File: config.mk
export PLATFORM = sky130hd
export DESIGN_NAME = dequeue_scheduler
export DESIGN_NICKNAME = d
export VERILOG_FILES = /design/src/rtl/dequeue_scheduler_pkg.sv /design/src/rtl/dequeue_scheduler_rr_arbiter.sv /design/src/rtl/dequeue_scheduler.sv
export SDC_FILE = /design/constraint.sdc
export NUM_CORES = 1
export LEC_CHECK = 0
export ABC_CLOCK_PERIOD_IN_PS = 4850
export BUFFER_PORTS_ARGS = -buffer_cell sky130_fd_sc_hd__clkbuf_2
export CAP_MARGIN = 10
export CORE_UTILIZATION = 50
export DETAILED_ROUTE_END_ITERATION = 12
export PLACE_DENSITY = 0.67
export SKIP_CTS_REPAIR_TIMING = 1
export SKIP_LAST_GASP = 1
export SLEW_MARGIN = 0
export SYNTH_ARGS = -nofsm -noshare
export SYNTH_HDL_FRONTEND = slang
export SYNTH_HIERARCHICAL = 1
export SYNTH_SLANG_ARGS = --single-unit
File: constraint.sdc
create_clock -name axis_aclk -period 4.85 [get_ports axis_aclk]
set_input_delay 0.97 -clock axis_aclk [delete_from_list [all_inputs] [get_ports axis_aclk]]
set_output_delay 0.97 -clock axis_aclk [all_outputs]
set_load 0.05 [all_outputs]
File: src/rtl/dequeue_scheduler_pkg.sv
// -----------------------------------------------------------------------------
// dequeue_scheduler_pkg
// Shared definitions for the dequeue scheduler and its round-robin arbiter:
// default queue count, counter width, FSM state encoding and the CPU read
// address map (0..NUM_Q-1 -> per-queue packet counters, NUM_Q -> abort counter).
// -----------------------------------------------------------------------------
package dequeue_scheduler_pkg;

  localparam int DEF_NUM_Q         = 5;
  localparam int DEF_CNT_W         = 32;
  localparam int DEF_MAX_PKT_BEATS = 64;

  // CPU address of the watchdog abort counter (one past the last queue)
  localparam int ABORT_ADDR = DEF_NUM_Q;

  typedef enum logic [1:0] {
    S_IDLE   = 2'd0,
    S_POP    = 2'd1,
    S_WAIT   = 2'd2,
    S_STREAM = 2'd3
  } deq_state_t;

endpackage

File: src/rtl/dequeue_scheduler_rr_arbiter.sv
// -----------------------------------------------------------------------------
// rr_arbiter
// Purely combinational round-robin arbiter: grants the first eligible index at
// or after ptr, wrapping at N.
//   eligible  in  N      request vector
//   ptr       in  PTR_W  index with highest priority this cycle
//   grant     out N      one-hot grant (zero when nothing is eligible)
//   valid     out 1      some index was granted
// -----------------------------------------------------------------------------
module rr_arbiter #(
  parameter int N     = 5,
  parameter int PTR_W = (N > 1) ? $clog2(N) : 1
) (
  input  logic [N-1:0]     eligible,
  input  logic [PTR_W-1:0] ptr,
  output logic [N-1:0]     grant,
  output logic             valid
);

  always_comb begin
    int               idx;
    logic [PTR_W-1:0] sel;
    grant = '0;
    valid = 1'b0;
    idx   = 0;
    sel   = '0;
    for (int k = 0; k < N; k++) begin
      idx = int'(ptr) + k;
      if (idx >= N) idx = idx - N;
      sel = PTR_W'(idx);
      if (!valid && eligible[sel]) begin
        grant[sel] = 1'b1;
        valid      = 1'b1;
      end
    end
  end

endmodule

File: src/rtl/dequeue_scheduler.sv
// -----------------------------------------------------------------------------
// dequeue_scheduler
// Round-robin dequeue controller for NUM_Q PIFO/packet-buffer queue pairs
// (index NUM_Q-1 is the CPU queue). Picks an eligible queue (non-empty and
// egress ready), pops its PIFO for one cycle, waits for the popped descriptor,
// then holds that queue's buffer read enable until tlast. A watchdog aborts a
// packet after MAX_PKT_BEATS beats without tlast.
// Ports:
//   axis_aclk, axis_resetn       clock, asynchronous active-low reset
//   s_axis_pifo_empty[NUM_Q]     per-queue PIFO empty
//   s_axis_port_ready[NUM_Q]     per-queue egress ready
//   m_axis_ctl_pifo_out_en       one-hot single-cycle PIFO pop
//   s_axis_pifo_out_valid        popped descriptor valid (sampled in WAIT only)
//   m_axis_ctl_buffer_rd_en      one-hot buffer read enable (STREAM only)
//   s_axis_buf_tvalid/tlast      buffer beat handshake
//   m_axis_busy                  FSM not in IDLE
//   s_axi_addr/req_valid         CPU counter read request
//   m_axi_data/resp_valid        CPU read response, one cycle after request
// Build option: DEQ_STRICT_CPU_PRIO_EN -- the CPU queue always wins when it is
// eligible and its packets do not advance the round-robin pointer.
// -----------------------------------------------------------------------------
module dequeue_scheduler
  import dequeue_scheduler_pkg::*;
#(
  parameter int NUM_Q         = DEF_NUM_Q,
  parameter int MAX_PKT_BEATS = DEF_MAX_PKT_BEATS,
  parameter int CNT_W         = DEF_CNT_W
) (
  input  logic             axis_aclk,
  input  logic             axis_resetn,
  input  logic [NUM_Q-1:0] s_axis_pifo_empty,
  input  logic [NUM_Q-1:0] s_axis_port_ready,
  output logic [NUM_Q-1:0] m_axis_ctl_pifo_out_en,
  input  logic             s_axis_pifo_out_valid,
  output logic [NUM_Q-1:0] m_axis_ctl_buffer_rd_en,
  input  logic             s_axis_buf_tvalid,
  input  logic             s_axis_buf_tlast,
  output logic             m_axis_busy,
  input  logic [3:0]       s_axi_addr,
  input  logic             s_axi_req_valid,
  output logic [31:0]      m_axi_data,
  output logic             m_axi_resp_valid
);

  localparam int PTR_W  = (NUM_Q > 1) ? $clog2(NUM_Q) : 1;
  localparam int BEAT_W = $clog2(MAX_PKT_BEATS + 1);

  deq_state_t        state;
  logic [PTR_W-1:0]  rr_ptr;
  logic [PTR_W-1:0]  grant_idx;
  logic [NUM_Q-1:0]  grant_oh;
  logic [BEAT_W-1:0] beat_cnt;
  logic [CNT_W-1:0]  pkt_cnt [NUM_Q];
  logic [CNT_W-1:0]  abort_cnt;

  logic [NUM_Q-1:0]  eligible;
  logic [NUM_Q-1:0]  arb_grant;
  logic              arb_valid;
  logic [NUM_Q-1:0]  sel_grant;
  logic [PTR_W-1:0]  sel_idx;
  logic [PTR_W-1:0]  next_ptr;
  logic              beat;

  logic              resp_vld_p1;
  logic [31:0]       resp_data_p1;
  logic [31:0]       rd_data_p0;

  function automatic logic [31:0] zext_cnt(input logic [CNT_W-1:0] v);
    return 32'(v);
  endfunction

  assign eligible = ~s_axis_pifo_empty & s_axis_port_ready;

  rr_arbiter #(.N(NUM_Q), .PTR_W(PTR_W)) u_arb (
    .eligible (eligible),
    .ptr      (rr_ptr),
    .grant    (arb_grant),
    .valid    (arb_valid)
  );

  always_comb begin
    sel_grant = arb_grant;
    next_ptr  = (grant_idx == PTR_W'(NUM_Q - 1)) ? '0 : grant_idx + 1'b1;
`ifdef DEQ_STRICT_CPU_PRIO_EN
    if (eligible[NUM_Q-1]) sel_grant = NUM_Q'(1) << (NUM_Q - 1);
    if (grant_idx == PTR_W'(NUM_Q - 1)) next_ptr = rr_ptr;
`endif
    sel_idx = '0;
    for (int i = 0; i < NUM_Q; i++) begin
      if (sel_grant[i]) sel_idx = PTR_W'(i);
    end
  end

  // Read enable follows the frozen grant's egress ready combinationally, so a
  // ready drop stalls the stream without consuming a beat.
  assign m_axis_ctl_buffer_rd_en = (state == S_STREAM) ? (grant_oh & s_axis_port_ready) : '0;
  assign beat        = (|m_axis_ctl_buffer_rd_en) & s_axis_buf_tvalid;
  assign m_axis_busy = (state != S_IDLE);

  always_ff @(posedge axis_aclk or negedge axis_resetn) begin
    if (!axis_resetn) begin
      state                  <= S_IDLE;
      rr_ptr                 <= '0;
      grant_idx              <= '0;
      grant_oh               <= '0;
      beat_cnt               <= '0;
      abort_cnt              <= '0;
      m_axis_ctl_pifo_out_en <= '0;
      for (int i = 0; i < NUM_Q; i++) pkt_cnt[i] <= '0;
    end else begin
      case (state)
        S_IDLE: begin
          if (arb_valid) begin
            grant_oh               <= sel_grant;
            grant_idx              <= sel_idx;
            m_axis_ctl_pifo_out_en <= sel_grant;
            state                  <= S_POP;
          end
        end
        S_POP: begin
          m_axis_ctl_pifo_out_en <= '0;
          state                  <= S_WAIT;
        end
        S_WAIT: begin
          if (s_axis_pifo_out_valid) begin
            beat_cnt <= '0;
            state    <= S_STREAM;
          end
        end
        S_STREAM: begin
          if (beat) begin
            beat_cnt <= beat_cnt + 1'b1;
            if (s_axis_buf_tlast) begin
              pkt_cnt[grant_idx] <= pkt_cnt[grant_idx] + 1'b1;
              rr_ptr             <= next_ptr;
              state              <= S_IDLE;
            end else if (beat_cnt == BEAT_W'(MAX_PKT_BEATS - 1)) begin
              // watchdog: this beat is the limit and carried no tlast
              abort_cnt <= abort_cnt + 1'b1;
              rr_ptr    <= next_ptr;
              state     <= S_IDLE;
            end
          end
        end
        default: state <= S_IDLE;
      endcase
    end
  end

  // Stage p0: counter select from current (pre-increment) counter values
  always_comb begin
    rd_data_p0 = '0;
    if (int'(s_axi_addr) < NUM_Q) begin
      rd_data_p0 = zext_cnt(pkt_cnt[s_axi_addr[PTR_W-1:0]]);
    end else if (int'(s_axi_addr) == NUM_Q) begin
      rd_data_p0 = zext_cnt(abort_cnt);
    end
  end

  // Stage p1: registered response
  always_ff @(posedge axis_aclk or negedge axis_resetn) begin
    if (!axis_resetn) begin
      resp_vld_p1  <= 1'b0;
      resp_data_p1 <= '0;
    end else begin
      resp_vld_p1 <= s_axi_req_valid;
      if (s_axi_req_valid) resp_data_p1 <= rd_data_p0;
    end
  end

  assign m_axi_resp_valid = resp_vld_p1;
  assign m_axi_data       = resp_data_p1;

endmodule

==> results.yml <==
cts:
  htreeDepth: 1
  root_buffer: "clkbuf_16"
  tritoncts: "yes"
  ctsLongestPathBuffers: 3
  clk_latency_ps: 550
  cts_buffers: 27
  clk_pin_slew_ps: 60
  cts_sinks: 249
route:
  drt_drc_violations_left: 0
  dr.pass1.iters: 5
  wl_per_cell_um: 19.6
  ant_nets: 0
  routed_via_density: 5.98
  totalWireLength_mm: 36.9
  vias: 11262
  first_iter_violations: 958
sta:
  relSlewSlack: 0.228
  rsz0062_at_grt: "false"
  hold_ws_ps: 484
  setup_viol: 0
  period_minus_slack_ps: 3910
  fin_tns_setup_ps: 0
  fin_skew_ps: 11.1
  final_max_slew_viol_count: 0
  hold_viol_final: 0
  fmax_mhz: 256
  tightest_slew_ps: 1160
  post-route-period-util: 0.806
global_routing:
  grt_pass1_vias: 10943
  grt_usage: 0.260
  antenna_found_initial: 2
  grt_max_degree: 114
  grt_overflow_total: 0
  grt_pass1_wl_mm: 59.4
yosys:
  syn_area_per_cell_um2: 9.74
  synth_nets: 1498
  synth_ff_type: "dfrtp_1"
  synth-seq-cells: 249
  synthCells: 1460
  synth_edf_count: 0
  syn_area_um2: 14200
  yosysWarnings: 6
  async_flop_share: 1.00
  ys_types: 89
  seq_area_frac_synth: 0.438
setup_path:
  path_max_fanout: 15
  critPathLaunchType: "register"
  cp-end-kind: "register"
  cp.arrival_ps: 4330
  r2r_setup_slack_ps: 940
  critPathKind: "register to register"
  cp.required_ps: 5270
status:
  outcome: "complete, no violations"
floorplan:
  die_y_um: 171
  chipWidth_um: 171
  coreArea_um2: 27900
  die_area_um2: 29100
  io_pins: 64
  rows: 61
  start_util: 0.511
pwr:
  p_int_w: 0.00466
  p_leak_nw: 6.59
  power_density_nw_per_um2: 496
  clkPwrFrac: 0.272
  switching_share: 0.402
  p_comb_frac: 0.409
  p_switching_w: 0.00314
  peakVddDrop_mv: 0.313
  power_frac_seq: 0.319
hold_path:
  worstHoldPathType: "register to register"
finish:
  layout-drive-gt1-share: 0.173
  syn_to_final_growth_pct: 10.6
  nets: 1522
place:
  place_congestion: 0.851
  dp_hpwl_mm: 25.3
  portBuffers: 63
job:
  cap_violations: 0
[final timing paths]
path	start	endpoint	cells past startpoint
setup / recovery	rr_ptr[1]$_DFFE_PN0P_	m_axis_ctl_pifo_out_en[4]$_DFFE_PN0P_	12
hold / removal	abort_cnt[31]$_DFFE_PN0P_	abort_cnt[31]$_DFFE_PN0P_	1
setup reg to reg	rr_ptr[1]$_DFFE_PN0P_	m_axis_ctl_pifo_out_en[4]$_DFFE_PN0P_	12
hold reg to reg	abort_cnt[31]$_DFFE_PN0P_	abort_cnt[31]$_DFFE_PN0P_	1
max in group asynchronous	axis_resetn	abort_cnt[1]$_DFFE_PN0P_	2
min in group asynchronous	axis_resetn	abort_cnt[28]$_DFFE_PN0P_	1
[cell usage after synthesis (5+ instances only)]
cell      instances  area [um^2]
nor2_1           86          323
a21oi_1          74          370
and2_1            6         37.5
o22ai_1          26          163
dfrtp_1         249         6230
xor2_1           35          307
nand2_1         218          818
and3_1           15         93.8
nor4_2            6         75.1
nand3b_1          6         45.0
buf_1             5         18.8
buf_4            13         97.6
nor3b_1           5         37.5
nand3_1          34          170
nor3_1           18         90.1
xnor2_1          30          263
o21ai_0         144          721
nand2b_1         24          150
buf_2            11         55.1
nor2b_1          15         93.8
buf_6             8         90.1
o21ai_1          35          175
mux2_2           47          529
ha_1             17          213
clkbuf_1         57          214
or3_1             7         43.8
mux4_2           35          788
a31oi_1          18          113
nand4_1          13         81.3
nor4b_2           5         75.1
inv_1            20         75.1
a21o_1            6         45.0
a22oi_1          38          285
mux2i_1          47          470
[power by group through the flow]
| stage | clock network, W | registers (W) | logic (W) |
|---|---|---|---|
| 2_1_floorplan | 0 | 0.00250 | 0.00246 |
| 3_3_place_gp | 0 | 0.00251 | 0.00313 |
| 3_5_place_dp | 0 | 0.00252 | 0.00314 |
| 4_1_cts | 0.00215 | 0.00249 | 0.00315 |
| 5_1_grt | 0.00224 | 0.00252 | 0.00347 |
| 6_report | 0.00212 | 0.00249 | 0.00319 |
[layout make-up]
type                       instances  area [um^2]
antenna                            1         2.50
multi-input combinational       1093         7470
tap                              378          473
clock inverter                     9          110
sequential                       249         6230
timing repair buffer              89          533
clock buffer                      41          818
inverter                          24         90.1
fill                            2479        12100
[per-layer routing]
metal / vias to the layer above / part of all wire / track usage
met3: 50 / 0.064 / 0.0467
met1: 5587 / 0.46 / 0.368
met2: 306 / 0.46 / 0.413
met4: 0 / 0.016 / 0.0631
li1: 5319 / - / -
met5: - / 0 / 0
[flip-flops by register name (all words and copies together) (netlist names)]
register and cells:
state 2, pkt_cnt 160, m_axis_ctl_pifo_out_en 5, rr_ptr 3, beat_cnt 7, grant_oh 4
m_axi_data 32, m_axi_resp_valid 1, abort_cnt 32, grant_idx 3
[metrics by stage]
step                      cells  power, W  utilization  setup WS (ps)  cell area (um^2)
after floorplan            1460   0.00497            -           1290             14200
after global placement     1833   0.00564        0.531           1090             14800
after detailed placement   1833   0.00566        0.531            992             14800
after CTS                  1883   0.00779        0.564            976             15700
after global routing       1883   0.00824        0.564            568             15700
final                      1884   0.00780        0.565            939             15700
[worst max-delay path: stages, from the launching register on]
cell	delay [ps]
dfrtp_1	650
inv_1	280
ha_1	300
ha_1	420
a21boi_4	280
xnor2_2	150
a2111o_1	450
o2bb2a_4	230
mux2i_1	220
nor4b_2	70
or3_1	450
a22oi_1	200
o21ai_0	100
[logic make-up after synthesis]
group                    count (synthesis)  share of synthesized area
adder cells (fa/ha/maj)                 18                     0.0164
flip-flops                             249                      0.438
AND/OR/NAND/NOR                        486                      0.170
buffers and inverters                  118                     0.0398
XOR/XNOR                                66                     0.0412
AO/OA/AOI/OAI                          393                      0.167
multiplexers                           130                      0.127
[placed cells by master, fill, tap and decap left out, drive strengths merged, types with 27 or more instances in the layout]
cell type    n
buf         27
dfrtp      249
xor2        35
clkbuf     103
o21ai      180
a21oi       75
mux2        47
nor2        88
nand2      218
mux4        35
nand3       35
a22oi       38
xnor2       31
mux2i       48
Note: power is estimated with default switching activity, not from simulation.
